--- config.mk ---
export PLATFORM = sky130hd
export DESIGN_NAME = sc_level_control
export DESIGN_NICKNAME = d
export VERILOG_FILES = /design/src/rtl/sc_level_control.sv
export SDC_FILE = /design/constraint.sdc
export NUM_CORES = 1
export LEC_CHECK = 0
export ABC_AREA = 1
export CAP_MARGIN = 10
export CORE_UTILIZATION = 35
export CTS_CLUSTER_DIAMETER = 80
export CTS_CLUSTER_SIZE = 28
export DETAILED_ROUTE_END_ITERATION = 12
export SLEW_MARGIN = 20
export SYNTH_ARGS = -nofsm -noshare
export SYNTH_HDL_FRONTEND = slang
export SYNTH_SLANG_ARGS = --single-unit
export TNS_END_PERCENT = 5
--- constraint.sdc ---
create_clock -name SC_LEVEL_CONTROL_CLOCK_50 -period 7 [get_ports SC_LEVEL_CONTROL_CLOCK_50]
set_input_delay 1.75 -clock SC_LEVEL_CONTROL_CLOCK_50 [delete_from_list [all_inputs] [get_ports SC_LEVEL_CONTROL_CLOCK_50]]
set_output_delay 1.75 -clock SC_LEVEL_CONTROL_CLOCK_50 [all_outputs]
set_load 0.1 [all_outputs]
--- src/rtl/sc_level_control.sv ---
// Game level controller: debounced-by-edge level advance, saturation at MAX_LEVEL,
// and a speed-tick generator whose period shrinks with each level down to a floor.
module sc_level_control #(
  parameter int          LEVEL_WIDTH = 3,
  parameter int          MAX_LEVEL   = 4,
  parameter int unsigned BASE_PERIOD = 32'd25000000,
  parameter int unsigned PERIOD_STEP = 32'd5000000,
  parameter int unsigned MIN_PERIOD  = 32'd2500000
) (
  input  logic                   SC_LEVEL_CONTROL_CLOCK_50,
  input  logic                   SC_LEVEL_CONTROL_RESET_InLow,
  input  logic                   SC_LEVEL_CONTROL_clear_InLow,
  input  logic                   SC_LEVEL_CONTROL_upcount_InLow,
  input  logic                   SC_LEVEL_CONTROL_run_InLow,
  output logic [LEVEL_WIDTH-1:0] SC_LEVEL_CONTROL_level_Out,
  output logic                   SC_LEVEL_CONTROL_COMPARATOR_LEVELS_Out,
  output logic                   SC_LEVEL_CONTROL_newlevel_Out,
  output logic                   SC_LEVEL_CONTROL_tick_Out
);

  localparam logic [LEVEL_WIDTH-1:0] MAX_LVL = LEVEL_WIDTH'(MAX_LEVEL);
  localparam logic [LEVEL_WIDTH-1:0] ONE_LVL = LEVEL_WIDTH'(1'b1);

  logic [LEVEL_WIDTH-1:0] level_r, level_nx_s;
  logic [31:0]            cnt_r, cnt_nx_s;
  logic [31:0]            dec_s, period_s;
  logic                   max_r, newlevel_r, newlevel_nx_s, tick_r, tick_nx_s;
  logic                   upcount_prev_r, armed_r, advance_s;

  // armed_r masks the first cycle after reset so a request held through reset is ignored
  assign advance_s = armed_r & upcount_prev_r & ~SC_LEVEL_CONTROL_upcount_InLow;

  // Period for the current level, floored; compare before subtracting to avoid underflow
  always_comb begin
    dec_s = 32'(level_r) * PERIOD_STEP;
    if (dec_s >= BASE_PERIOD) begin
      period_s = MIN_PERIOD;
    end else if ((BASE_PERIOD - dec_s) < MIN_PERIOD) begin
      period_s = MIN_PERIOD;
    end else begin
      period_s = BASE_PERIOD - dec_s;
    end
  end

  // Next-state: clear beats advance; any level change restarts the tick counter
  always_comb begin
    level_nx_s    = level_r;
    cnt_nx_s      = cnt_r;
    newlevel_nx_s = 1'b0;
    tick_nx_s     = 1'b0;
    if (!SC_LEVEL_CONTROL_clear_InLow) begin
      level_nx_s = '0;
      cnt_nx_s   = 32'd0;
    end else if (advance_s && (level_r < MAX_LVL)) begin
      level_nx_s    = level_r + ONE_LVL;
      cnt_nx_s      = 32'd0;
      newlevel_nx_s = 1'b1;
    end else if (!SC_LEVEL_CONTROL_run_InLow) begin
      if (cnt_r == (period_s - 32'd1)) begin
        cnt_nx_s  = 32'd0;
        tick_nx_s = 1'b1;
      end else begin
        cnt_nx_s = cnt_r + 32'd1;
      end
    end else begin
      cnt_nx_s = cnt_r;
    end
  end

  // State registers; the upcount sampler keeps running during clear
  always_ff @(posedge SC_LEVEL_CONTROL_CLOCK_50 or negedge SC_LEVEL_CONTROL_RESET_InLow) begin
    if (!SC_LEVEL_CONTROL_RESET_InLow) begin
      level_r        <= '0;
      cnt_r          <= 32'd0;
      max_r          <= 1'b0;
      newlevel_r     <= 1'b0;
      tick_r         <= 1'b0;
      upcount_prev_r <= 1'b1;
      armed_r        <= 1'b0;
    end else begin
      level_r        <= level_nx_s;
      cnt_r          <= cnt_nx_s;
      max_r          <= (level_nx_s == MAX_LVL);
      newlevel_r     <= newlevel_nx_s;
      tick_r         <= tick_nx_s;
      upcount_prev_r <= SC_LEVEL_CONTROL_upcount_InLow;
      armed_r        <= 1'b1;
    end
  end

  assign SC_LEVEL_CONTROL_level_Out             = level_r;
  assign SC_LEVEL_CONTROL_COMPARATOR_LEVELS_Out = max_r;
  assign SC_LEVEL_CONTROL_newlevel_Out          = newlevel_r;
  assign SC_LEVEL_CONTROL_tick_Out              = tick_r;

endmodule

==> flow_metrics.tcl, run 1 <==
set metrics [dict create \
    gpl.final_weighted_congestion 0.876 \
    drv_slew 0 \
    required_ns 7.15 \
    route.detailed.drc 0 \
    layout_commonest_cell "nand2_1" \
    synth_nets 750 \
    avgSynthCellArea_um2 6.48 \
    cts_resized 0 \
    clkTransAtPathRegs_ns 0.06 \
    cts.sinks 40 \
    htree_levels 2 \
    crit_fanout 32 \
    initial_utilization_pct 35.8 \
    min_period_ns 5.93 \
    worst-path-buf-inv 4 \
    irDropWorstVdd_mv 0.0848 \
    worst_pin_slew_ns 0.972 \
    cts_buffers 5 \
    crit_slowest_cell "dfrtp_1" \
    vias_per_cell 4.75 \
    drt_pass1_iterations 5 \
    place_inst 902 \
    syn2layout_area_growth_pct 8.01 \
    power_mw 0.581 \
    skew_ns 0.00455 \
    wl_per_cell_um 13.0 \
    grt_antenna_before_repair 0 \
    fmax_ghz 0.169 \
    fp-row-count 42 \
    grt_pass1_vias 4083 \
    yosysWarnings 0 \
    die_h_um 118 \
    rsz0062_at_grt "false" \
    cts_buffer_depth 2 \
    synthFlopType "dfrtp_1" \
    cts_root_buffer "clkbuf_16" \
    post_cts_buffers 0 \
    dpl.hpwl_um 9370 \
    grt_usage_pct 17.9 \
    ant_nets 0 \
    grt_max_degree 41 \
    drive_gt1_share_pct 14.7 \
    synth-edff-count 0 \
    cap_violations 0 \
    vias 4326 \
    final_cell_mix "nand2_1 (202), inv_1 (99), nor2_1 (69), nand3_1 (66), xor2_1 (45)" \
    status "complete, no violations" \
    cp.arrival_ns 6.09 \
    fin_crit_sh_pct 84.8 \
    wl_um 11800 \
    postCtsHoldBufs 0 \
    fp.dieArea_mm2 0.0139 \
    fin_cells 910 \
    setup_viol 0 \
    async_reset_ff_share_pct 100 \
    grt_pass1_wl_um 20300 \
    holdCritPathClass "reg -> reg" \
    drt_iter0_markers 220 \
    leakagePower_nw 2.39 \
    die_w_um 118 \
    synthCells 728 \
    syn-cell-area_mm2 0.00472 \
    design.core.area_mm2 0.0132 \
    nets 755 \
    crit_top_cell "nor2_1" \
    hold_viol_final 0 \
    setup_tns_ns 0 \
    worstSetupPathType "reg -> reg" \
    grt-ovfl-total 0 \
    critical_path.top_delay_family "simple AND/OR/NAND/NOR gates" \
    cts_tree "built" \
    yosysSeqAreaShare_pct 21.2 \
    cp-start-kind "flop" \
    clk_latency_ns 0.29 \
    max_stage_delay_ns 0.69 \
    ioPinCount 11 \
    slew_headroom_pct 35.0 \
    yosysUniqueCellTypes 46 \
    power.density_mw_per_mm2 114 \
    antennaDiodeCount 0 \
    ys_ff_latch 40 \
    io_buffers 10 \
    setup.worst_path.end_class "flop" \
]
==> registers in the layout, indices dropped and copies added, names as in the netlist <==
register	flops
upcount_prev_r	1
SC_LEVEL_CONTROL_tick_Out	1
SC_LEVEL_CONTROL_newlevel_Out	1
SC_LEVEL_CONTROL_level_Out	3
cnt_r	32
armed_r	1
SC_LEVEL_CONTROL_COMPARATOR_LEVELS_Out	1
==> final cells by class <==
cell class	instances	area (µm²)
Timing Repair Buffer	14	125
Tap cell	176	220
Multi-Input combinational cell	562	3180
Sequential cell	40	1000
Inverter	110	419
Clock buffer	6	139
Clock inverter	2	10.0
Fill cell	1427	8100
==> power breakdown <==
part	leakage [nW]	internal (mW)	switching, mW
Clock	0.0766	0.140	0.0911
Combinational	1.77	0.0343	0.0738
Sequential	0.551	0.237	0.00471
==> synth_stat cells, types with 2 or more instances <==
library cell    n  area, µm²
nor3_2          4       40.0
and3_1          3       18.8
or2_1           2       12.5
a21oi_1        10       50.1
ha_1           15        188
nand3_1        66        330
fa_1            2       40.0
nor3_1          9       45.0
nand2_4         5       56.3
inv_1          99        372
clkinv_1        2       7.51
nand2_1       202        758
buf_2           4       20.0
nand4_2         2       25.0
nor2_4          2       22.5
buf_6           7       78.8
inv_4           2       12.5
nand4_1        18        113
nor2_2          7       43.8
nand2_2        19        119
xor2_1         45        394
o21bai_1        4       30.0
nor2_1         70        263
inv_2           6       22.5
nand3_2         9       90.1
nor4_1          5       31.3
dfrtp_1        39        976
xnor2_1         5       43.8
or2_2           2       12.5
o21ai_2        29        254
o21ai_0        14       70.1
clkbuf_1        4       15.0
o21ai_1         3       15.0
==> worst register-to-register path, delay by kind of cell (launching register included) <==
family                   cells  cell delay, ns
AO/OA/AOI/OAI                3            0.44
adder cells (fa/ha/maj)      4            1.43
buffers and inverters        4            0.75
AND/OR/NAND/NOR             19            2.02
flip-flops                   1            0.69
XOR/XNOR                     2            0.47
==> final timing paths <==
check | endpoint | slack [ns] | startpoint | cells past startpoint
worst min register to register | cnt_r[23] | 0.51 | cnt_r[23] | 2
worst max register to register | cnt_r[2] | 1.07 | SC_LEVEL_CONTROL_level_Out[1] | 32
worst min-delay path | cnt_r[23] | 0.51 | cnt_r[23] | 2
worst max-delay path | cnt_r[2] | 1.07 | SC_LEVEL_CONTROL_level_Out[1] | 32
max in group asynchronous | cnt_r[12] | 4.85 | SC_LEVEL_CONTROL_RESET_InLow | 1
min in group asynchronous | SC_LEVEL_CONTROL_tick_Out | 1.57 | SC_LEVEL_CONTROL_RESET_InLow | 1
==> metal layers <==
| layer | routed length (µm) | share of wire [%] | GRT usage, % | vias to the layer above |
|---|---|---|---|---|
| met5 | 0 | 0 | 0 | - |
| met4 | 88 | 0.75 | 3.13 | 0 |
| met3 | 374 | 3.2 | 2.52 | 7 |
| met2 | 5510 | 47 | 30.1 | 78 |
| met1 | 5830 | 49 | 24.4 | 1942 |
| li1 | - | - | - | 2299 |
==> stage by stage <==
step	cell area, µm²	hold slack, ns	util (%)	setup slack (ns)
floorplan	4720	0.478	-	1.23
finish	5090	0.509	38.6	1.07
global placement	4950	0.498	37.5	1.08
global route	5090	0.543	38.6	0.527
CTS	5090	0.506	38.6	1.07
detailed placement	4950	0.493	37.5	1.11
==> kinds of logic (layout without fill, tap and decap cells) <==
group	after synthesis	after routing	share of synthesized area, %
simple gates	429	429	42.9
buf+inv	126	132	11.4
compound gates	64	64	9.92
xor+xnor	51	51	9.63
flops	40	40	21.2
fa+ha+maj	17	17	4.83
other cells	1	1	0.0795
Note: power is estimated with default switching activity, not from simulation.
==> run 2, diff against run 1 <==
==> constraint.sdc (replaced) <==
create_clock -name SC_LEVEL_CONTROL_CLOCK_50 -period 5.1 [get_ports SC_LEVEL_CONTROL_CLOCK_50]
set_input_delay 1.275 -clock SC_LEVEL_CONTROL_CLOCK_50 [delete_from_list [all_inputs] [get_ports SC_LEVEL_CONTROL_CLOCK_50]]
set_output_delay 1.275 -clock SC_LEVEL_CONTROL_CLOCK_50 [all_outputs]
set_load 0.1 [all_outputs]
==> run 2 against run 1 <==
Sequential share of layout area fell by 1.4 points; combinational power rose by 66%; utilization grew 3.3 points; sequential power increased by 37%; total power is 42% higher; critical endpoint is now cnt_r[7]; global-route usage up 0.096 points; fmax rose by 17%; register-to-register slack worse by 1.0 ns; clock power increased by 35%; via count up 4.7%; first-iteration DRC count is 7.3% higher.
==> flow_metrics.tcl, run 2 (synthesized netlist as in run 1, its figures left out) <==
set metrics [dict create \
    setup_viol 0 \
    holdCritPathClass "reg -> reg" \
    postCtsHoldBufs 0 \
    fin_crit_sh_pct 99.4 \
    io_buffers 10 \
    cp-start-kind "flop" \
    worst_pin_slew_ns 0.981 \
    p_sw_share_pct 30.3 \
    vias 4528 \
    crit_top_cell "nor2_1" \
    cp.arrival_ns 5.25 \
    grt_usage_pct 18.0 \
    cts_buffers 5 \
    syn2layout_area_growth_pct 17.2 \
    clk_latency_ns 0.29 \
    initial_utilization_pct 35.8 \
    worstSetupPathType "reg -> reg" \
    largest_reg_flops 32 \
    irDropWorstVdd_mv 0.112 \
    rsz0062_at_grt "true" \
    gpl.final_weighted_congestion 0.908 \
    fp.dieArea_mm2 0.0139 \
    hold_viol_final 0 \
    slew_headroom_pct 34.4 \
    design.core.area_mm2 0.0132 \
    grt_pass1_wl_um 20300 \
    fp-row-count 42 \
    required_ns 5.28 \
    fmax_ghz 0.197 \
    antennaDiodeCount 0 \
    vias_per_cell 4.84 \
    htree_levels 2 \
    die_h_um 118 \
    status "complete, no violations" \
    cap_violations 0 \
    ioPinCount 11 \
    drive_gt1_share_pct 21.9 \
    final_cell_mix "nand2_1 (194), inv_1 (96), nand3_1 (65), nor2_1 (64), xor2_1 (41)" \
    dp_slack_ns -0.0152 \
    clkTransAtPathRegs_ns 0.06 \
    cts.sinks 40 \
    drt_pass1_iterations 7 \
    cts_root_buffer "clkbuf_16" \
    setup_ws_ns 0.0288 \
    grt_pass1_vias 4168 \
    fin_cells 935 \
    dpl.hpwl_um 9580 \
    route.detailed.drc 0 \
    setup.worst_path.end_class "flop" \
    grt-ovfl-total 0 \
    place_inst 921 \
    cts_tree "built" \
    power.internal_mw 0.573 \
    grt_antenna_before_repair 0 \
    leakagePower_nw 2.56 \
    clkPwrFrac_pct 37.8 \
    skew_ns 0.00394 \
    min_period_ns 5.07 \
    cts_buffer_depth 2 \
    die_w_um 118 \
    ant_nets 0 \
    seq_power_share_pct 40.4 \
    max_stage_delay_ns 0.59 \
    layout_commonest_cell "nand2_1" \
    crit_slowest_cell "fa_2" \
    nets 780 \
    power.density_mw_per_mm2 149 \
    p_comb_share_pct 21.8 \
    fillerInstances 1370 \
    drv_slew 0 \
    crit_fanout 8 \
    grt_max_degree 41 \
    regMostFlops "cnt_r" \
    drt_iter0_markers 236 \
    switchingPower_mw 0.250 \
    wl_um 12200 \
    wl_per_cell_um 13.1 \
]
[run 2: worst paths after layout]
path	startpoint	to	slack, ns	cells after the start
setup / recovery	SC_LEVEL_CONTROL_level_Out[0]	cnt_r[7]	0.03	33
hold reg to reg	cnt_r[23]	cnt_r[23]	0.52	2
setup reg to reg	SC_LEVEL_CONTROL_level_Out[0]	cnt_r[7]	0.03	33
hold / removal	cnt_r[23]	cnt_r[23]	0.52	2
max in group asynchronous	SC_LEVEL_CONTROL_RESET_InLow	SC_LEVEL_CONTROL_level_Out[1]	3.63	2
min in group asynchronous	SC_LEVEL_CONTROL_RESET_InLow	cnt_r[22]	1.06	2
[run 2: final cells by class]
cell class | count | area (µm²) | share of cell area, %
inverter | 110 | 425 | 7.70
clock inverter | 3 | 18.8 | 0.340
timing repair buffer | 39 | 367 | 6.63
sequential | 40 | 1010 | 18.3
multi-input combinational | 562 | 3360 | 60.8
clock buffer | 5 | 125 | 2.26
tap | 176 | 220 | 3.98
[run 2: power groups by stage]
stage	Sequential, mW	Clock (mW)	Combinational, mW
after global placement	0.338	0	0.160
after global routing	0.334	0.330	0.201
after CTS	0.332	0.319	0.161
final	0.332	0.311	0.179
after floorplan	0.343	0	0.109
after detailed placement	0.338	0	0.160
[run 2: layer usage]
layer,wire (µm),up-vias,global-route usage [%],part of all wire (%)
met5,0,-,0,0
li1,-,2352,-,-
met3,536,20,2.28,4.4
met4,222,0,4.57,1.8
met1,5890,2053,24.9,48
met2,5570,103,29.4,46
[run 2: through the flow]
| stage | util (%) | instance area [µm²] | TNS [ns] | total power, mW | hold WS [ns] |
|---|---|---|---|---|---|
| 2_1_floorplan | - | 4750 | 0 | 0.452 | 0.478 |
| 6_report | 41.9 | 5530 | 0 | 0.823 | 0.519 |
| 3_3_place_gp | 39.0 | 5140 | 0 | 0.498 | 0.491 |
| 5_1_grt | 41.9 | 5530 | -8.37 | 0.864 | 0.560 |
| 4_1_cts | 40.1 | 5290 | -0.00112 | 0.812 | 0.515 |
| 3_5_place_dp | 39.0 | 5140 | -0.0234 | 0.498 | 0.500 |
[run 2: what timing repair did]
action / 4_1_cts / 5_1_grt
gates cloned: 0 / 1
buffers inserted: 0 / 5
pin swaps: 0 / 33
endpoints found under the setup margin: 32 / 33
resized for setup: 1 / 43
[run 2: worst max-delay path: cells and delay by family, from the launching register on]
| kind | cells | cell delay, ns |
|---|---|---|
| buf+inv | 5 | 0.47 |
| compound gates | 3 | 0.44 |
| xor+xnor | 2 | 0.31 |
| fa+ha+maj | 4 | 1.20 |
| flops | 1 | 0.50 |
| simple gates | 19 | 2.03 |
==> run 3, diff against run 2 <==
--- a/config.mk
+++ b/config.mk
@@ -11,6 +11,7 @@
 export CTS_CLUSTER_DIAMETER = 80
 export CTS_CLUSTER_SIZE = 28
 export DETAILED_ROUTE_END_ITERATION = 12
+export REMOVE_ABC_BUFFERS = 1
 export SLEW_MARGIN = 20
 export SYNTH_ARGS = -nofsm -noshare
 export SYNTH_HDL_FRONTEND = slang
==> constraint.sdc (replaced) <==
create_clock -name SC_LEVEL_CONTROL_CLOCK_50 -period 5.1 [get_ports SC_LEVEL_CONTROL_CLOCK_50]
set_input_delay 1.02 -clock SC_LEVEL_CONTROL_CLOCK_50 [delete_from_list [all_inputs] [get_ports SC_LEVEL_CONTROL_CLOCK_50]]
set_output_delay 1.02 -clock SC_LEVEL_CONTROL_CLOCK_50 [all_outputs]
set_load 0.1 [all_outputs]
==> run 3 against run 2 <==
Sequential share of layout area fell by 1.1 points; critical path type unchanged; critical path depth fell by 1; worst hold slack worse by 0.016 ns; clock power rose by 13%; largest cell class unchanged; sequential power is essentially flat; worst setup slack better by 0.074 ns; largest power group is now the clock network; final area grew 5.9%; non-clock buffer count increased by 17; register-to-register slack gained 0.07 ns; global-route usage about the same; via count increased by 0.95%; sequential cell count unchanged.
==> flow_metrics.tcl, run 3 (synthesized netlist as in run 1, its figures left out) <==
set metrics [dict create \
    status "complete, no violations" \
    grt_usage_pct 18.0 \
    crit_slowest_cell "fa_2" \
    fp.dieArea_mm2 0.0139 \
    cts_tree "built" \
    cts_root_buffer "clkbuf_16" \
    clkTransAtPathRegs_ns 0.05 \
    cp.arrival_ns 5.17 \
    worst-path-buf-inv 4 \
    fin_cells 952 \
    layout_commonest_cell "nand2_1" \
    wl_per_cell_um 13.2 \
    critical_path.top_delay_family "simple AND/OR/NAND/NOR gates" \
    rsz0062_at_grt "true" \
    reg2reg_to "cnt_r[12]" \
    drv_slew 0 \
    grt-ovfl-total 0 \
    dp_slack_ns 0.0428 \
    leakagePower_nw 2.67 \
    initial_utilization_pct 35.8 \
    htree_levels 2 \
    place_inst 926 \
    skew_ns 0.00628 \
    ff2ff_path_depth 32 \
    required_ns 5.28 \
    power.density_mw_per_mm2 150 \
    drt_iter0_markers 278 \
    vias 4571 \
    drt_pass1_iterations 5 \
    wl_um 12600 \
    reg2reg_slack_ns 0.10 \
    stdcell_area_mm2 0.00585 \
    cts_buffers 5 \
    largest_reg_flops 32 \
    ant_nets 0 \
    setup.worst_path.end_class "flop" \
    fp-row-count 42 \
    fin_crit_sh_pct 98.0 \
    antennaDiodeCount 0 \
    nets 797 \
    hold_end "cnt_r[9]" \
    gpl.final_weighted_congestion 0.911 \
    syn2layout_area_growth_pct 24.1 \
    setup_tns_ns 0 \
    grt_max_degree 41 \
    hold_start "cnt_r[9]" \
    slew_headroom_pct 35.2 \
    cap_violations 0 \
    fmax_ghz 0.200 \
    min_period_ns 5.00 \
    grt_antenna_before_repair 0 \
    irDropWorstVdd_mv 0.114 \
    setup_ws_ns 0.103 \
    clk_latency_ns 0.29 \
    crit_fanout 6 \
    die_w_um 118 \
    setup_viol 0 \
    placed_area_mm2 0.00514 \
    hold_depth 2 \
    worstSetupPathType "reg -> reg" \
    drive_gt1_share_pct 26.7 \
    postCtsHoldBufs 0 \
    final_cell_mix "nand2_1 (183), inv_1 (94), nor2_1 (60), nand3_1 (57), xor2_1 (42)" \
    max_stage_delay_ns 0.58 \
    dpl.hpwl_um 9560 \
    die_h_um 118 \
    holdCritPathClass "reg -> reg" \
    vias_per_cell 4.80 \
    cts_buffer_depth 2 \
    cts.sinks 40 \
    regMostFlops "cnt_r" \
    ioPinCount 11 \
    cp-start-kind "flop" \
    grt_pass1_wl_um 20400 \
    io_buffers 10 \
    fillerInstances 1318 \
    worst_pin_slew_ns 0.970 \
    reg2reg_from "SC_LEVEL_CONTROL_level_Out[1]" \
    grt_pass1_vias 4177 \
    hold_viol_final 0 \
    route.detailed.drc 0 \
    design.core.area_mm2 0.0132 \
]
==> run 3: cell types whose count changed in the layout (fill, tap and decap cells not counted), sizes merged <==
cell,before,now
bufinv,0,1
clkbuf,6,8
buf,29,45
clkinv,6,4
==> run 3: cell type report <==
cell class	count	area, µm²	area share, %
clock buffers	6	129	2.20
clock inverters	2	35.0	0.599
inverters	110	422	7.20
multi-input cells	562	3530	60.2
flip-flops and latches	40	1000	17.1
well taps	176	220	3.76
repair buffers	56	518	8.85
==> run 3: where the power goes <==
part           switching (mW)  internal, mW  total, mW
Sequential            0.00579         0.326      0.331
Clock                   0.121         0.230      0.351
Combinational           0.119        0.0742      0.193
Total                   0.245         0.630      0.875
==> run 3: how the worst max path moves through the flow <==
stage,from,to,slack [ns],cells after the start
CTS,SC_LEVEL_CONTROL_level_Out[0],cnt_r[1],0.05,34
global placement,SC_LEVEL_CONTROL_level_Out[0],cnt_r[2],0.04,34
finish,SC_LEVEL_CONTROL_level_Out[1],cnt_r[12],0.10,32
detailed placement,SC_LEVEL_CONTROL_level_Out[0],cnt_r[2],0.04,34
floorplan,SC_LEVEL_CONTROL_level_Out[0],cnt_r[1],-1.58,33
global route,SC_LEVEL_CONTROL_level_Out[0],cnt_r[17],-0.25,34
==> run 3: what timing repair did <==
| item | CTS | global route |
|---|---|---|
| buffers inserted | 0 | 15 |
| resized for setup | 0 | 89 |
| setup endpoints to repair | 0 | 33 |
==> run 3: stage by stage <==
| stage | hold slack [ns] | total power, mW | util, % |
|---|---|---|---|
| after global placement | 0.494 | 0.496 | 39.0 |
| after detailed placement | 0.495 | 0.496 | 39.0 |
| final | 0.502 | 0.875 | 44.4 |
| after floorplan | 0.478 | 0.445 | - |
| after CTS | 0.509 | 0.854 | 40.2 |
| after global routing | 0.521 | 0.920 | 44.4 |
==> run 3: layer usage <==
| metal | part of all wire [%] | up-vias | routed length, µm | global-route usage, % |
|---|---|---|---|---|
| met5 | 0 | - | 0 | 0 |
| met4 | 0.90 | 0 | 113 | 3.13 |
| met3 | 3.0 | 12 | 375 | 2.52 |
| met2 | 47 | 65 | 5920 | 29.2 |
| met1 | 49 | 2110 | 6150 | 25.4 |
| li1 | - | 2384 | - | - |
==> run 3: worst min-delay path: stages, from the launching register on <==
cell     delay (ns)
dfrtp_1        0.35
nand2_1        0.07
o21ai_2        0.05
